$ cat src/rtl/conv_pkg.sv
// Shared encodings for the convolution tile scheduler: FSM states, dim-field
// slices, {row,col} address layout, skew-line entry and row-major walk helper.
package conv_pkg;
  typedef enum logic [2:0] {S_IDLE, S_FEED, S_CAPTURE, S_DRAIN, S_DONE} state_t;

  localparam int FIELD_W       = 4;
  localparam int DIM_ROW_LSB   = 4;
  localparam int DIM_COL_LSB   = 0;
  localparam int ADDR_W        = 2 * FIELD_W;
  localparam int DRAIN_CYC_DEF = 4;

  typedef struct packed {
    logic [FIELD_W-1:0] row;
    logic [FIELD_W-1:0] col;
  } addr_t;

  typedef struct packed {
    logic               vld;
    logic [FIELD_W-1:0] ky;
    logic [FIELD_W-1:0] kx;
  } skew_t;

  // Row carries a spare bit so a walk past the last output row stays visible.
  typedef struct packed {
    logic [FIELD_W:0]   row;
    logic [FIELD_W-1:0] col;
  } pos_t;

  function automatic pos_t pos_step(input pos_t p, input logic [FIELD_W-1:0] ow);
    pos_t n;
    if (p.col == ow - FIELD_W'(1)) begin
      n.row = p.row + (FIELD_W+1)'(1);
      n.col = '0;
    end else begin
      n.row = p.row;
      n.col = p.col + FIELD_W'(1);
    end
    return n;
  endfunction
endpackage

$ cat src/rtl/conv_skew_shift.sv
// Kernel-entry delay line: taps[c] is the entry column c will present next cycle,
// i.e. the input delayed by c cycles.
module conv_skew_shift
  import conv_pkg::*;
#(
  parameter int N_COLS = 9
) (
  input  logic                clk,
  input  logic                reset,
  input  skew_t               entry,
  output skew_t [N_COLS-1:0]  taps
);
  assign taps[0] = entry;

  generate
    if (N_COLS > 1) begin : g_dly
      skew_t [N_COLS-2:0] dly;
      always_ff @(posedge clk) begin
        if (reset) begin
          dly <= '0;
        end else begin
          dly[0] <= entry;
          for (int c = 1; c < N_COLS - 1; c++) dly[c] <= dly[c-1];
        end
      end
      assign taps[N_COLS-1:1] = dly;
    end
  endgenerate
endmodule

$ cat src/rtl/conv_tile_scheduler.sv
// Tile sequencer for the systolic convolution array: FEED/CAPTURE/DRAIN per tile.
// Optional CONV_SCHED_PERF_EN adds a saturating busy-cycle counter (perf_cycles).
module conv_tile_scheduler
  import conv_pkg::*;
#(
  parameter int N_COLS    = 9,
  parameter int DIM_W     = 4,
  parameter int DRAIN_CYC = DRAIN_CYC_DEF,
  parameter int CNT_W     = 8
) (
  input  logic                       clk,
  input  logic                       reset,
  input  logic                       start,
  input  logic [7:0]                 img_d,
  input  logic [7:0]                 ker_d,
  output logic                       busy,
  output logic                       done,
  output logic                       err,
  output logic [N_COLS-1:0]          col_en,
  output logic [N_COLS*ADDR_W-1:0]   img_addr,
  output logic                       ker_en,
  output logic [ADDR_W-1:0]          ker_addr,
  output logic                       sa_load,
  output logic [CNT_W-1:0]           tile_idx
`ifdef CONV_SCHED_PERF_EN
  ,
  output logic [15:0]                perf_cycles
`endif
);
  state_t             state, state_n;
  logic [CNT_W-1:0]   t, t_n, dcnt, dcnt_n, tile_n, k_tot, k_n;
  logic [DIM_W-1:0]   oh, oh_n, ow, ow_n, kw, kw_n;
  logic [FIELD_W-1:0] ky, ky_n, kx, kx_n, by, by_n, bx, bx_n;
  logic [DIM_W-1:0]   ih_in, iw_in, kh_in, kw_in;
  logic               err_n, dims_bad;
  pos_t               next_base;
  skew_t              skew_in;
  skew_t [N_COLS-1:0] taps;
  logic [N_COLS-1:0]        col_en_n;
  logic [N_COLS*ADDR_W-1:0] img_addr_n;

  assign ih_in = img_d[DIM_ROW_LSB +: DIM_W];
  assign iw_in = img_d[DIM_COL_LSB +: DIM_W];
  assign kh_in = ker_d[DIM_ROW_LSB +: DIM_W];
  assign kw_in = ker_d[DIM_COL_LSB +: DIM_W];
  assign dims_bad = (ih_in == '0) || (iw_in == '0) || (kh_in == '0) || (kw_in == '0) ||
                    (kh_in > ih_in) || (kw_in > iw_in);

  // Base of the following tile: N_COLS row-major steps from the current base.
  always_comb begin
    pos_t w;
    w = {1'b0, by, bx};
    for (int i = 0; i < N_COLS; i++) w = pos_step(w, ow);
    next_base = w;
  end

  always_comb begin
    state_n = state;
    t_n = t; dcnt_n = dcnt; tile_n = tile_idx;
    ky_n = ky; kx_n = kx; by_n = by; bx_n = bx;
    oh_n = oh; ow_n = ow; kw_n = kw; k_n = k_tot;
    err_n = 1'b0;
    case (state)
      S_IDLE: if (start) begin
        if (dims_bad) begin
          err_n = 1'b1;
        end else begin
          state_n = S_FEED;
          t_n = '0; tile_n = '0;
          ky_n = '0; kx_n = '0; by_n = '0; bx_n = '0;
          oh_n = ih_in - kh_in + DIM_W'(1);
          ow_n = iw_in - kw_in + DIM_W'(1);
          kw_n = kw_in;
          k_n  = CNT_W'(kh_in) * CNT_W'(kw_in);
        end
      end
      S_FEED: begin
        if (int'(t) == int'(k_tot) + N_COLS - 2) begin
          state_n = S_CAPTURE;
        end else begin
          t_n = t + CNT_W'(1);
          if (kx == kw - DIM_W'(1)) begin
            kx_n = '0;
            ky_n = ky + FIELD_W'(1);
          end else begin
            kx_n = kx + FIELD_W'(1);
          end
        end
      end
      S_CAPTURE: begin
        state_n = S_DRAIN;
        dcnt_n  = '0;
      end
      S_DRAIN: begin
        if (int'(dcnt) == DRAIN_CYC - 1) begin
          if (next_base.row < {1'b0, oh}) begin
            state_n = S_FEED;
            t_n = '0; ky_n = '0; kx_n = '0;
            tile_n = tile_idx + CNT_W'(1);
            by_n = next_base.row[FIELD_W-1:0];
            bx_n = next_base.col;
          end else begin
            state_n = S_DONE;
          end
        end else begin
          dcnt_n = dcnt + CNT_W'(1);
        end
      end
      S_DONE:  state_n = S_IDLE;
      default: state_n = S_IDLE;
    endcase
  end

  assign skew_in = {(state_n == S_FEED) && (t_n < k_n), ky_n, kx_n};

  conv_skew_shift #(.N_COLS(N_COLS)) u_skew (
    .clk   (clk),
    .reset (reset),
    .entry (skew_in),
    .taps  (taps)
  );

  // Column c sits c row-major steps past the tile base; p>=P shows up as row>=OH.
  always_comb begin
    pos_t w;
    w = {1'b0, by_n, bx_n};
    col_en_n   = '0;
    img_addr_n = '0;
    for (int c = 0; c < N_COLS; c++) begin
      if (taps[c].vld && (w.row < {1'b0, oh_n})) begin
        col_en_n[c] = 1'b1;
        img_addr_n[c*ADDR_W +: ADDR_W] = {w.row[FIELD_W-1:0] + taps[c].ky, w.col + taps[c].kx};
      end
      w = pos_step(w, ow_n);
    end
  end

  always_ff @(posedge clk) begin
    if (reset) begin
      state <= S_IDLE;
      t <= '0; dcnt <= '0; k_tot <= '0;
      oh <= '0; ow <= '0; kw <= '0;
      ky <= '0; kx <= '0; by <= '0; bx <= '0;
      busy <= 1'b0; done <= 1'b0; err <= 1'b0; sa_load <= 1'b0;
      ker_en <= 1'b0; ker_addr <= '0; tile_idx <= '0;
      col_en <= '0; img_addr <= '0;
    end else begin
      state <= state_n;
      t <= t_n; dcnt <= dcnt_n; k_tot <= k_n;
      oh <= oh_n; ow <= ow_n; kw <= kw_n;
      ky <= ky_n; kx <= kx_n; by <= by_n; bx <= bx_n;
      busy     <= (state_n == S_FEED) || (state_n == S_CAPTURE) || (state_n == S_DRAIN);
      done     <= (state_n == S_DONE);
      sa_load  <= (state_n == S_CAPTURE);
      err      <= err_n;
      ker_en   <= skew_in.vld;
      ker_addr <= skew_in.vld ? {ky_n, kx_n} : '0;
      tile_idx <= tile_n;
      col_en   <= col_en_n;
      img_addr <= img_addr_n;
    end
  end

`ifdef CONV_SCHED_PERF_EN
  always_ff @(posedge clk) begin
    if (reset) perf_cycles <= '0;
    else if ((state == S_IDLE) && (state_n == S_FEED)) perf_cycles <= '0;
    else if (busy && (perf_cycles != 16'hFFFF)) perf_cycles <= perf_cycles + 16'd1;
  end
`endif
endmodule
$ cat config.mk
export PLATFORM = sky130hd
export DESIGN_NAME = conv_tile_scheduler
export DESIGN_NICKNAME = d
export VERILOG_FILES = /design/src/rtl/conv_pkg.sv /design/src/rtl/conv_skew_shift.sv /design/src/rtl/conv_tile_scheduler.sv
export SDC_FILE = /design/constraint.sdc
export NUM_CORES = 1
export LEC_CHECK = 0
export ABC_AREA = 1
export CORE_MARGIN = 1
export CORE_UTILIZATION = 40
export CTS_CLUSTER_DIAMETER = 50
export CTS_CLUSTER_SIZE = 14
export DETAILED_ROUTE_END_ITERATION = 7
export GPL_TIMING_DRIVEN = 1
export SLEW_MARGIN = 0
export SYNTH_ARGS = -nofsm -noshare
export SYNTH_HDL_FRONTEND = slang
export SYNTH_SLANG_ARGS = --single-unit
$ cat constraint.sdc
create_clock -name clk -period 25.2 [get_ports clk]
set_input_delay 6.3 -clock clk [delete_from_list [all_inputs] [get_ports clk]]
set_output_delay 6.3 -clock clk [all_outputs]
set_load 0.05 [all_outputs]
==> summary.txt, run 1 <==
Outcome: finished, final reports clean
Worst Path Required: 25710 ps
Root Driver: clkbuf_16
Post-synth EDFFs: 0
Simple-gate portion of the synthesized area: 33.4%
Largest family of logic cells by synthesized area: simple AND/OR/NAND/NOR gates
Final Slew Violations: 0
IO Port Bufs: 120
Syn_nets: 2576
Crit share post-route: 67.4%
Detailed-route wire length: 42900 microns
Final instance area: 18500 sq um
DRT Pass-1 Iters: 6
DRT iter0 DRCs: 874
Post-Synth Adder-Cell Area: 13.4%
Number of setup buffers added after CTS: 0
Worst setup SP type: input pin
Fin. Hold Viols: 0
Fmax: 0.0589 GHz
Placed cell areas: 17600 sq um
CTS Buffer Depth: 3
Predominant post-synthesis flop cell: dfxtp_1
CP arrival: 17490 ps
Global route overflow: 0
Setup Crit Path Kind: input pin to flop
Overall die area: 40700 sq um
Row count: 72
Syn-to-layout area delta: 16.1%
TNS Setup: 0 ps
Hold Crit Class: flop to flop
Post-synth ARST share: 0%
Register area share after synthesis: 27.6%
GRT Util Overall: 21.1%
Ratio of cells with drive above 1 in the final layout: 6.69%
Clock sinks: 220
Synth cell types: 53
Leak: 9.21 nW
Min Clock Period, post-route: 16990 ps
H-tree levels: 1
Final core utilization: 47.5%
Xor and xnor area share after synthesis: 6.03%
Antenna cells: 0
Total number of vias: 14900
Post-synthesis compound-gate area fraction: 8.05%
Drt drc: 0
Vias in the first global route: 14300
Skew-Pair Late Insertion Delay: 570 ps
Mapped cell area: 16000 sq um
Post-cts resize count: 0
Initial Util: 40.9%
TritonCTS clock tree: yes
Yosys warns: 0
First-pass GRT wire length: 70800 microns
Via density: 4.90
Final setup viols: 0
RSZ-0062 raised after global routing: false
Initial antenna violation count: 1
Post-DRT Antenna Nets: 0
Die width: 202 microns
Clock transition at path regs: 60 ps
Worst vdd ir: 0.0000662 V
Die Ht: 202 microns
Mean Syn Cell Area: 6.66 sq um
IO Count: 121
Mux contribution to synthesized area: 0%
Num CTS Buffers: 28
Fin Hold WS: 427 ps
Crit path largest cell delay: 950 ps
Placed wire-length estimate: 33100 microns
Largest net degree at the start of global routing: 44
Slowest stage cell, crit path: nor2_1
Max Cap Viol: 0
Post-CTS Hold Fix Bufs: 0
# nets final: 2687
Tot Pwr: 0.00150 W
Setup Skew: 20.0 ps
Most used cell, CP: inv_1
Worst-margin pin slew: 1220 ps
Syn Inst Count: 2397
Critical path capture point type: flop
Worst Path Max Fanout: 21
Max_slew headroom: 18.6%
Gpl congestion: 0.891
Core area: 39000 sq um
Seq cells post-synth: 220
Cell Pwr Density: 81.0 nW/um^2
DR WL/cell: 14.1 microns
[registers in the layout, summed over array words and instances, names as in the netlist, 3 cells and up]
name / flops
bx: 4
by: 4
col_en: 9
dcnt: 8
img_addr: 72
k_tot: 8
ker_addr: 8
kw: 4
oh: 4
ow: 4
state: 3
t: 8
tile_idx: 8
u_skew.taps: 71
[Yosys cell counts (5+ instances only)]
| cell type | instances | share of area [%] |
|---|---|---|
| nand3_2 | 8 | 0.50 |
| clkbuf_1 | 30 | 0.71 |
| nand2_2 | 27 | 1.1 |
| a21o_1 | 8 | 0.38 |
| nor2_2 | 23 | 0.90 |
| nor3_1 | 19 | 0.60 |
| a22oi_1 | 7 | 0.33 |
| fa_1 | 17 | 2.1 |
| inv_1 | 378 | 8.9 |
| a211oi_1 | 5 | 0.24 |
| o211ai_1 | 6 | 0.28 |
| or2_2 | 9 | 0.35 |
| ha_1 | 143 | 11 |
| xnor2_1 | 36 | 2.0 |
| dfxtp_1 | 220 | 28 |
| nand2_1 | 557 | 13 |
| nor4_1 | 12 | 0.47 |
| o21ai_0 | 79 | 2.5 |
| o21bai_1 | 7 | 0.33 |
| nand3_1 | 204 | 6.4 |
| xor2_1 | 74 | 4.1 |
| o21ai_1 | 5 | 0.16 |
| a21oi_1 | 86 | 2.7 |
| nand4_1 | 33 | 1.3 |
| nor2_1 | 291 | 6.8 |
| and2_1 | 8 | 0.31 |
| nand3b_1 | 8 | 0.38 |
| nor2_4 | 8 | 0.56 |
| inv_2 | 27 | 0.63 |
| buf_6 | 14 | 0.99 |
| nor3b_1 | 6 | 0.28 |
[critical path, delay by kind of cell]
family | cells | cell delay, ps
simple gates | 21 | 3010
compound gates | 7 | 1620
xor+xnor | 2 | 310
buf+inv | 15 | 2790
fa+ha+maj | 10 | 3430
[layer usage]
| metal | routed length (microns) | part of all wire [%] | vias up | track usage (%) |
|---|---|---|---|---|
| met5 | 0 | 0 | - | 0 |
| met4 | 960 | 2.2 | 0 | 5.84 |
| met3 | 2310 | 5.4 | 55 | 3.26 |
| met2 | 19500 | 46 | 340 | 35.6 |
| met1 | 20000 | 47 | 6758 | 27.9 |
| li1 | - | - | 7774 | - |
[area by class of cell]
| class | instances | area [sq um] |
|---|---|---|
| clock buffer | 32 | 747 |
| clock inverter | 18 | 185 |
| fill | 3932 | 20500 |
| inverter | 409 | 1540 |
| multi-input combinational | 1717 | 9720 |
| sequential | 220 | 4400 |
| tap | 518 | 648 |
| timing repair buffer | 132 | 1290 |
[logic make-up (layout without fill, tap and decap cells)]
logic type,Yosys count,after routing
AND/OR/NAND/NOR,1220,1220
buffers and inverters,460,591
AO/OA/AOI/OAI,226,226
flip-flops,220,220
adder cells (fa/ha/maj),161,161
XOR/XNOR,110,110
[cell usage in the layout, fill, tap and decap left out, types with 9 or more instances in the layout]
cell,synthesis,routed
nand2_1,557,557
a21oi_1,86,86
inv_1,378,378
o21ai_0,79,76
buf_4,1,13
ha_1,143,143
nor2_2,23,23
xor2_1,74,74
fa_1,17,17
nand4_1,33,33
nor4_1,12,12
or2_2,9,9
nand3_1,204,204
xnor2_1,36,36
dfxtp_1,220,220
clkbuf_16,0,29
nor2_1,291,291
inv_2,27,27
nor3_1,19,19
clkdlybuf4s50_1,0,119
nand2_2,27,27
[per-stage QoR]
step / worst slack (ps) / instances
floorplan: 10530 / 2397
global placement: 7980 / 2996
detailed placement: 7690 / 2996
CTS: 8240 / 3046
global route: 6860 / 3046
finish: 8210 / 3046
[final timing paths]
| kind | from | slack (ps) | to | depth (start not counted) |
|---|---|---|---|---|
| setup / recovery | ker_d[1] | 8210 | img_addr[71]$_SDFF_PP0_ | 55 |
| hold / removal | u_skew.taps[22]$_SDFF_PP0_ | 430 | u_skew.taps[31]$_SDFF_PP0_ | 2 |
| setup reg to reg | ow[0]$_SDFF_PP0_ | 8370 | img_addr[71]$_SDFF_PP0_ | 88 |
| hold reg to reg | u_skew.taps[22]$_SDFF_PP0_ | 430 | u_skew.taps[31]$_SDFF_PP0_ | 2 |
[report_power, final]
group	internal, W	switching, W
Clock	0.000230	0.000172
Sequential	0.000354	0.00000464
Combinational	0.000242	0.000499
Power figures use the tool's default switching activity.
==> run 2: changes to the inputs <==
Clock period 25.2 ns to 17.1 ns, I/O delays scaled along.
==> run 2 against run 1 <==
Via count is 1.0% higher. Routed wire length is 1.3% higher. Core utilization rose by 0.29 points. Power increased by 50%. Largest power group unchanged. Largest cell class unchanged. Sequential cell count did not move. Critical endpoint unchanged. Non-clock buffer count shrank 1. Final cell count grew 0.13%.
==> summary.txt, run 2 (same netlist as run 1, synthesis figures left out) <==
Outcome: finished, final reports clean
Leak: 9.24 nW (+0.28%)
H-tree levels: 1 (unchanged)
Initial antenna violation count: 1 (unchanged)
Root Driver: clkbuf_16
RSZ-0062 raised after global routing: false
CP arrival: 15920 ps (-1570 ps)
DR WL/cell: 14.2 microns (+1.2%)
Post-cts resize count: 0 (unchanged)
CP bufs+invs: 23 (+8)
IO Count: 121 (unchanged)
Final instance area: 18600 sq um (+0.61%)
Setup Skew: 23.1 ps (+3.10 ps)
Crit path largest cell delay: 460 ps (-490 ps)
Reg power frac: 23.4% (-0.5 points)
Gpl congestion: 0.869 (-2.5%)
Post-DRT Antenna Nets: 0 (unchanged)
Drt drc: 0 (unchanged)
Most used cell, CP: inv_1
Worst Path Required: 17600 ps (-8110 ps)
Row count: 72 (unchanged)
First-pass GRT wire length: 71900 microns (+1.5%)
Flop2flop setup slack: 1680 ps (-6690 ps)
Max_slew headroom: 40.9% (+22 points)
Clk pwr share: 28.0% (+1.2 points)
Max reg flops: 72 (unchanged)
Global route overflow: 0 (unchanged)
Clock sinks: 220 (unchanged)
Layout fillers: 4036 (+2.6%)
Largest net degree at the start of global routing: 69 (+57%)
Vias in the first global route: 14400 (+0.76%)
Post-CTS Hold Fix Bufs: 0 (unchanged)
Fin Hold WS: 425 ps (-2.31 ps)
Max Cap Viol: 0 (unchanged)
GRT Util Overall: 21.3% (+0.18 points)
Internal power: 0.00124 W (+50%)
TritonCTS clock tree: yes
Reg2Reg Depth: 86 (-2.3%)
Total number of vias: 15100 (+1.0%)
Skew-Pair Late Insertion Delay: 570 ps (about the same)
Via density: 4.94 (+0.89%)
DRT Pass-1 Iters: 5 (-1)
Critical path capture point type: flop
Worst Path Max Fanout: 26 (+24%)
Fin. Hold Viols: 0 (unchanged)
Fmax: 0.0648 GHz
Final Slew Violations: 0 (unchanged)
Overall die area: 40700 sq um (unchanged)
Cell Pwr Density: 121 nW/um^2 (+49%)
Detailed-route wire length: 43400 microns (+1.3%)
Num CTS Buffers: 30 (+7.1%)
Setup Crit Path Kind: flop to flop
IO Port Bufs: 120 (unchanged)
Slowest stage cell, crit path: dfxtp_2
Placed wire-length estimate: 33000 microns (-0.34%)
Sw power: 0.00101 W (+50%)
DRT iter0 DRCs: 833 (-4.7%)
Hold Crit Class: flop to flop
Core area: 39000 sq um (unchanged)
Initial Util: 40.9% (unchanged)
Die width: 202 microns (unchanged)
# nets final: 2688 (+0.037%)
Min Clock Period, post-route: 15420 ps
CP Depth: 86 (+56%)
Largest Register: img_addr
Ratio of cells with drive above 1 in the final layout: 7.11% (+0.42 points)
TNS Setup: 0 ps (unchanged)
Worst-margin pin slew: 864 ps (-352 ps)
Number of setup buffers added after CTS: 0 (unchanged)
Final setup viols: 0 (unchanged)
Clock transition at path regs: 60 ps (about the same)
Crit-path leading delay family: adder cells
Worst setup SP type: flop
Hold path depth: 2 (unchanged)
Comb power frac: 48.6% (-0.7 points)
CTS Buffer Depth: 3 (unchanged)
Most common cell after layout, fill and taps aside: nand2_1
Switching Fraction: 45.0% (-0.052 points)
Placed cell areas: 17600 sq um (about the same)
Worst vdd ir: 0.000105 V (+58%)
Crit share post-route: 90.2%
Final core utilization: 47.8% (+0.29 points)
Die Ht: 202 microns (unchanged)
Most frequent cells in the layout: nand2_1, inv_1, nor2_1, dfxtp_1, nand3_1
Antenna cells: 0 (unchanged)
Syn-to-layout area delta: 16.8%
==> run 2: routing by layer <==
metal / routed length [microns] / GRT usage, % / part of all wire [%] / up-vias
met1: 20700 / 28.7 / 48 / 6901
met2: 19500 / 35.4 / 45 / 312
met3: 2040 / 2.87 / 4.7 / 76
met5: 0 / 0 / 0 / -
li1: - / - / - / 7791
met4: 1150 / 6.06 / 2.6 / 0
==> run 2: cell type report <==
type	count	area [sq um]	area share (%)
Multi-Input combinational cell	1717	9740	52.2
Tap cell	518	648	3.48
Clock inverter	21	235	1.26
Timing Repair Buffer	131	1280	6.87
Clock buffer	34	796	4.27
Sequential cell	220	4410	23.6
Inverter	409	1540	8.25
==> run 2: worst reg2reg max path: cells and delay by family, from the launching register on <==
family	cells	cell delay [ps]
fa+ha+maj	19	5830
simple gates	27	3130
compound gates	14	3270
buf+inv	23	2200
xor+xnor	3	490
flops	1	460
==> run 2: worst paths after layout <==
kind,from,endpoint
setup / recovery,ow[0]$_SDFF_PP0_,img_addr[71]$_SDFF_PP0_
hold reg to reg,u_skew.taps[24]$_SDFF_PP0_,u_skew.taps[33]$_SDFF_PP0_
setup reg to reg,ow[0]$_SDFF_PP0_,img_addr[71]$_SDFF_PP0_
hold / removal,u_skew.taps[24]$_SDFF_PP0_,u_skew.taps[33]$_SDFF_PP0_
==> run 2: power groups by stage <==
stage	Clock, W	Sequential (W)	Combinational [W]
finish	0.000631	0.000528	0.00109
global route	0.000666	0.000529	0.00126
CTS	0.000645	0.000528	0.00109
detailed placement	0	0.000539	0.00109
global placement	0	0.000539	0.00106
floorplan	0	0.000546	0.000838
==> run 2: through the flow <==
stage | power [W] | setup slack, ps | instances
floorplan | 0.00138 | 3580 | 2397
global placement | 0.00160 | 1420 | 2995
detailed placement | 0.00162 | 950 | 2995
CTS | 0.00227 | 841 | 3050
global route | 0.00245 | 85.3 | 3050
finish | 0.00225 | 1680 | 3050
